==> src/rtl/port_in_debouncer_if.sv <==
// Bus bundle for port_in_debouncer: raw pin levels in, debounced byte and change pulse out.
// With PORT_IN_EDGE_EN defined, per-bit rise/fall pulses are carried as well.
interface port_in_debouncer_if #(
  parameter int unsigned WIDTH = 8
);
  logic [WIDTH-1:0] raw_in;
  logic [WIDTH-1:0] data_out;
  logic             changed;
`ifdef PORT_IN_EDGE_EN
  logic [WIDTH-1:0] rise_pulse;
  logic [WIDTH-1:0] fall_pulse;

  modport master (output raw_in, input data_out, input changed,
                  input rise_pulse, input fall_pulse);
  modport slave  (input raw_in, output data_out, output changed,
                  output rise_pulse, output fall_pulse);
`else
  modport master (output raw_in, input data_out, input changed);
  modport slave  (input raw_in, output data_out, output changed);
`endif
endinterface

==> src/rtl/port_in_debouncer.sv <==
// Input-port conditioner: 2-flop synchroniser then an independent debounce counter per bit.
// Optional PORT_IN_EDGE_EN adds registered per-bit rise_pulse/fall_pulse outputs.
module port_in_debouncer #(
  parameter int unsigned      WIDTH           = 8,
  parameter int unsigned      DEBOUNCE_CYCLES = 50000,
  parameter logic [WIDTH-1:0] RESET_VALUE     = '0
) (
  input logic                 clk,
  input logic                 reset,
  port_in_debouncer_if.slave  bus
);

  localparam int unsigned CNT_W = ($clog2(DEBOUNCE_CYCLES) > 1) ? $clog2(DEBOUNCE_CYCLES) : 1;
  localparam logic [CNT_W-1:0] CNT_MAX = CNT_W'(DEBOUNCE_CYCLES - 1);

  logic [WIDTH-1:0] sync1_q;
  logic [WIDTH-1:0] sync2_q;
  logic [WIDTH-1:0] data_q;
  logic [WIDTH-1:0] data_d;
  logic [WIDTH-1:0] upd;
  logic             changed_q;
  logic [CNT_W-1:0] cnt_q [WIDTH];
  logic [CNT_W-1:0] cnt_d [WIDTH];

  // A bit flips only after D consecutive disagreeing cycles; any agreement restarts the count.
  always_comb begin
    data_d = data_q;
    upd    = '0;
    for (int unsigned i = 0; i < WIDTH; i++) begin
      cnt_d[i] = '0;
      if (sync2_q[i] != data_q[i]) begin
        if (cnt_q[i] == CNT_MAX) begin
          upd[i]    = 1'b1;
          data_d[i] = sync2_q[i];
        end else begin
          cnt_d[i] = cnt_q[i] + 1'b1;
        end
      end
    end
  end

  always_ff @(posedge clk or posedge reset) begin
    if (reset) begin
      sync1_q   <= RESET_VALUE;
      sync2_q   <= RESET_VALUE;
      data_q    <= RESET_VALUE;
      changed_q <= 1'b0;
      for (int unsigned i = 0; i < WIDTH; i++) begin
        cnt_q[i] <= '0;
      end
    end else begin
      sync1_q   <= bus.raw_in;
      sync2_q   <= sync1_q;
      data_q    <= data_d;
      changed_q <= |upd;
      for (int unsigned i = 0; i < WIDTH; i++) begin
        cnt_q[i] <= cnt_d[i];
      end
    end
  end

  assign bus.data_out = data_q;
  assign bus.changed  = changed_q;

`ifdef PORT_IN_EDGE_EN
  logic [WIDTH-1:0] rise_q;
  logic [WIDTH-1:0] fall_q;

  // sync2_q is the value being adopted on an update edge, so it gives the direction.
  always_ff @(posedge clk or posedge reset) begin
    if (reset) begin
      rise_q <= '0;
      fall_q <= '0;
    end else begin
      rise_q <= upd & sync2_q;
      fall_q <= upd & ~sync2_q;
    end
  end

  assign bus.rise_pulse = rise_q;
  assign bus.fall_pulse = fall_q;
`endif

endmodule

==> src/flat_wrapper.sv <==
// flat-port wrapper written by rule: the top's interface ports become plain ports
module port_in_debouncer_flat 
#(
  parameter int unsigned      WIDTH           = 8,
  parameter int unsigned      DEBOUNCE_CYCLES = 50000,
  parameter logic [WIDTH-1:0] RESET_VALUE     = '0
)
  (clk, reset, bus_raw_in, bus_data_out, bus_changed);
  port_in_debouncer_if #(.WIDTH(WIDTH)) bus_i ();
  input logic clk;
  input logic reset;
  input wire logic [$bits(bus_i.raw_in)-1:0] bus_raw_in;
  output wire logic [$bits(bus_i.data_out)-1:0] bus_data_out;
  output wire logic [$bits(bus_i.changed)-1:0] bus_changed;
  assign bus_i.raw_in = bus_raw_in;
  assign bus_data_out = bus_i.data_out;
  assign bus_changed = bus_i.changed;
  port_in_debouncer #(.WIDTH(WIDTH), .DEBOUNCE_CYCLES(DEBOUNCE_CYCLES), .RESET_VALUE(RESET_VALUE)) u_core (.clk(clk), .reset(reset), .bus(bus_i));
endmodule
==> config.mk <==
export PLATFORM = sky130hd
export DESIGN_NAME = port_in_debouncer_flat
export DESIGN_NICKNAME = d
export VERILOG_FILES = /design/src/rtl/port_in_debouncer_if.sv /design/src/rtl/port_in_debouncer.sv /design/src/flat_wrapper.sv
export SDC_FILE = /design/constraint.sdc
export NUM_CORES = 1
export LEC_CHECK = 0
export ABC_AREA = 1
export BUFFER_PORTS_ARGS = -buffer_cell sky130_fd_sc_hd__buf_2
export CORE_ASPECT_RATIO = 0.6
export CORE_UTILIZATION = 49
export DETAILED_ROUTE_END_ITERATION = 16
export PLACE_DENSITY = 0.67
export SYNTH_ARGS = -nofsm -noshare
export SYNTH_HDL_FRONTEND = slang
export SYNTH_SLANG_ARGS = --single-unit
==> constraint.sdc <==
create_clock -name clk -period 4.65 [get_ports clk]
set_input_delay 0.6975 -clock clk [delete_from_list [all_inputs] [get_ports clk]]
set_output_delay 0.6975 -clock clk [all_outputs]
set_load 0.02 [all_outputs]
Yosys cells after proc, flatten, opt, wreduce, memory -nomap -nowiden
Cells that the tools add are included.
{"block": "op_classes", "order_cmp": 0, "n_shift": 0, "muxes": 32, "add_sub_neg": 8, "n_bitwise": 0, "mul": 0, "n_reduce_logical": 9, "n_eq_ne": 16, "div_mod_pow": 0}
{"cell": "two-way mux 16 bit", "count": 16}
{"cell": "adder 16 x 1 -> 16 bit (second input constant)", "count": 8}
{"cell": "equality test 16 bit (second input constant)", "count": 8}
{"cell": "two-way mux 1 bit", "count": 16}
{"cell": "AND reduction 2 bit", "count": 8}
{"cell": "!= test 1 bit", "count": 8}
{"cell": "OR reduction 8 bit", "count": 1}
{"block": "word_totals", "mem_bits_rw": 0, "input_bits": 10, "ff_bits": 153, "wordCells": 84, "mem_bits_ro": 0, "memories": 0, "output_inout_bits": 9, "latch_bits": 0}

Logic depth before layout (Yosys ltp)
{"block": "depth", "depth_word": 4, "ltp_mapped": 9, "depth_no_buf": 9}

Least setup slack after synthesis
OpenSTA, ideal clock, no wires.
{"block": "synth_path", "path_kind": "register to register", "from": "register u_core.cnt_q[0] (netlist bit)", "to": "register u_core.cnt_q[9] (netlist bit)", "arrival_time_ns": 1.213, "setup_time_ns": 0.123, "period_less_slack_ns": 1.336, "required_time_ns": 4.527, "slack_ns": 3.314, "path_buffers": 0, "path_stages_with_launch": 9, "cell_sequence": "dfrtp_1 > ha_1 > nand3_2 > nor2_1 > nand2_1 > nand2_2 > inv_2 > nand2_1 > nor2_1"}
{"element": "start: declaration", "line": "port_in_debouncer.sv:22", "source": "logic [CNT_W-1:0] cnt_q [WIDTH];"}
{"element": "start signal: indexed assignment", "line": "port_in_debouncer.sv:57", "source": "cnt_q[i] <= cnt_d[i];"}

Worst setup path in the final report
{"block": "layout_path", "from": "register u_core.data_q[5], in the netlist u_core.bus.data_out[5]", "to": "output port bus_data_out[5]"}
{"element": "start: declaration", "line": "port_in_debouncer.sv:18", "source": "logic [WIDTH-1:0] data_q;"}
{"element": "start signal: assignment", "line": "port_in_debouncer.sv:54", "source": "data_q <= data_d;"}
{"element": "end: declaration", "line": "flat_wrapper.sv:13", "source": "output wire logic [$bits(bus_i.data_out)-1:0] bus_data_out;"}
No word-level cell between the ends.

==> impl_metrics.csv <==
group,metric,value,unit
sta,period_minus_slack,1740,ps
sta,fin_skew,12.3,ps
critical_path,start_kind,"flip-flop",
critical_path,critPathTopFamily,"flip-flops",
pwr,powerDensity,329,mW/mm2
drt,num_vias,6020,
synthesis,syn-instance-count,976,
grt,grt_util_met1,34.5,%
synthesis,ys_seq_elements,153,
placed_design,portBuffers,18,
critical_path,r2r_setup_slack,3070,ps
synthesis,synth_nets,994,
clocking,cts.sinks,153,
critical_path,critPathSlowestCell,"dfrtp_1",
critical_path,path_class,"reg2out",
synthesis,yosysSeqAreaShare,49.1,%
critical_path,reg2reg_to,"u_core.cnt_q[38]$_DFF_PP0_",
sta,fin_setup_tns,0,ps
drt,firstDrtPassIters,5,
sta,setup_violations,0,
critical_path,crit_chain,"buf_2",
drt,drt-vias-per-instance,4.90,
worst_hold_path,worstHoldPathType,"reg2reg",
worst_hold_path,hold-path-endpoint,"u_core.sync2_q[5]$_DFF_PP0_",
clocking,clockBufferDepth,2,
critical_path,crit_path_end_kind,"output port",
floorplanning,die_h,99.7,um
final_layout,antennaDiodeCount,0,
floorplanning,start_util,50.4,%
sta,maxSlewHeadroom,46.9,%
final_layout,final_core_util,56.7,%
critical_path,critPathMaxStageDelay,430,ps
drt,ant_nets,0,
clocking,cts_root_buf,"clkbuf_16",
floorplanning,core_area,0.0155,mm2
sta,final_hold_viol_count,0,
drt,wl,15500,um
final_layout,nets,1032,
clocking,cts_tree,"yes",
sta,grt_setup_unrepaired,"false",
clocking,cts.clk_slew.worst_paths,60,ps
sta,worst_slew_pin_slew,797,ps
grt,grt_usage,21.0,%
grt,top_usage_layer,"met1",
sta,period_share,37.4,%
drt,routedWlPerCell,12.6,um
synthesis,synth_edf_count,0,
grt,antenna_found_initial,0,
grt,overflow,0,
clocking,htreeDepth,4,
worst_hold_path,hold_start,"u_core.sync1_q[5]$_DFF_PP0_",
floorplanning,die_w,165,um
clocking,postCtsSetupBuffers,0,
synthesis,synthFlopType,"dfrtp_1",
critical_path,critPathBufInv,1,
critical_path,cp.arrival,1040,ps
grt,grt_pass1_vias,5619,
critical_path,reg2reg_depth,6,
grt,met2_usage,27.3,%
pwr,ir_worst_vdd,0.195,mV
synthesis,synth_area,0.00779,mm2
drt,drc,0,
run_status,status,"complete, no violations",
final_layout,drive_above_1_share,9.65,%
clocking,clock_latency,420,ps
grt,met3_usage,3.75,%
drt,drt_iter0_markers,437,
placed_design,dp_hpwl,10900,um
final_layout,syn2layout_area_growth,12.5,%
floorplanning,core.rowCount,35,
worst_hold_path,hold_depth,0,
critical_path,rr_startpoint,"u_core.cnt_q[32]$_DFF_PP0_",
synthesis,yosys_warnings,0,
sta,slew_violations,0,
clocking,cts_buffers,17,
grt,grt_pass1_wl,27200,um
placed_design,place_congestion,0.920,
sta,max_freq,575,MHz
pwr,p_leak,3.98,nW
synthesis,synthArstFlopShare,100,%
floorplanning,ios,19,
critical_path,cp.required,3950,ps
clocking,hold_buffers,0,
run,cap_violations,0,
grt,grt_max_degree,154,
floorplanning,dieArea,0.0164,mm2
critical_path,path_max_fanout,3,
clocking,cts_resized,0,
synthesis,avgSynthCellArea,7.99,um2
synthesis,yosysUniqueCellTypes,32,
-- registers in the layout (all words and copies together), names as in the netlist --
signal,flops
u_core.bus.changed,1
u_core.cnt_q,128
u_core.sync1_q,8
u_core.sync2_q,8
u_core.bus.data_out,8
-- through the flow --
step | setup slack (ps) | total power [mW] | hold WS, ps | cell area [um2] | std cells
final | 2910 | 2.88 | 348 | 8770 | 1229
after global routing | 2870 | 2.99 | 357 | 8770 | 1229
after CTS | 2890 | 2.92 | 346 | 8770 | 1229
after detailed placement | 3080 | 1.50 | 335 | 8160 | 1198
after global placement | 3080 | 1.49 | 332 | 8160 | 1198
after floorplan | 2020 | 1.47 | 331 | 7800 | 976
-- where the power goes --
| part | leakage, nW | internal [mW] | switching [mW] |
|---|---|---|---|
| clock network | 0.286 | 0.872 | 0.544 |
| registers | 2.08 | 1.36 | 0.0180 |
| logic | 1.62 | 0.0280 | 0.0670 |
| total | 3.98 | 2.26 | 0.629 |
-- cell type report --
| type | count | area (um2) |
|---|---|---|
| fill | 1383 | 6690 |
| clock buffer | 21 | 460 |
| clock inverter | 10 | 144 |
| inverter | 112 | 424 |
| tap | 203 | 254 |
| timing repair buffer | 19 | 110 |
| multi-input combinational | 711 | 3540 |
| sequential | 153 | 3830 |
-- synth_stat cells (3+ instances only) --
cell / instances / share of area, %
nor2_1: 255 / 12
nand2_1: 181 / 8.7
dfrtp_1: 153 / 49
inv_1: 104 / 5.0
nand3_1: 72 / 4.6
xor2_1: 50 / 5.6
nor3_1: 27 / 1.7
a21oi_1: 20 / 1.3
xnor2_1: 15 / 1.7
nand2_2: 12 / 0.96
nand4_1: 10 / 0.80
nor2_2: 10 / 0.80
ha_1: 8 / 1.3
inv_2: 8 / 0.39
o21ai_1: 7 / 0.45
a31oi_1: 6 / 0.48
nand3_2: 6 / 0.77
nor3b_1: 5 / 0.48
xor2_2: 5 / 1.0
nand3b_1: 3 / 0.29
nor2_4: 3 / 0.43
o21bai_1: 3 / 0.29
-- metal layers --
layer / share of wire [%] / vias up
met5: 0 / -
met4: 1.3 / 0
met3: 5.2 / 15
met2: 37 / 143
met1: 56 / 2734
li1: - / 3128
-- kinds of logic (layout without fill, tap and decap cells) --
group	count (synthesis)	in the layout	synth area share, %
adder cells (fa/ha/maj)	8	8	1.28
AO/OA/AOI/OAI	41	41	3.02
XOR/XNOR	70	70	8.35
buffers and inverters	112	162	5.39
flip-flops	153	153	49.1
AND/OR/NAND/NOR	592	592	32.8
-- how the worst max path moves through the flow --
stage | startpoint | endpoint | slack (ps) | cells after the start
5_1_grt | u_core.bus.data_out[5]$_DFFE_PP0P_ | bus_data_out[5] | 2870 | 1
2_1_floorplan | reset | u_core.bus.changed$_DFF_PP0_ | 2020 | 1
3_5_place_dp | reset | u_core.cnt_q[77]$_DFF_PP0_ | 3080 | 3
3_3_place_gp | reset | u_core.cnt_q[76]$_DFF_PP0_ | 3080 | 3
4_1_cts | u_core.bus.data_out[5]$_DFFE_PP0P_ | bus_data_out[5] | 2890 | 1
6_report | u_core.bus.data_out[5]$_DFFE_PP0P_ | bus_data_out[5] | 2910 | 1
-- cells in the final DEF, fill, tap and decap left out, types with 6 or more instances in the layout --
cell type / count
nor2_2: 10
a31oi_1: 6
a21oi_1: 20
inv_1: 103
nor3_1: 27
nor2_1: 255
clkbuf_16: 17
nand3_1: 72
inv_2: 8
ha_1: 8
buf_2: 18
o21ai_1: 7
xnor2_1: 15
nand3_2: 6
nand4_1: 10
xor2_1: 50
nand2_2: 12
nand2_1: 181
dfrtp_1: 153
No activity file was read; power rests on OpenSTA's default activity.
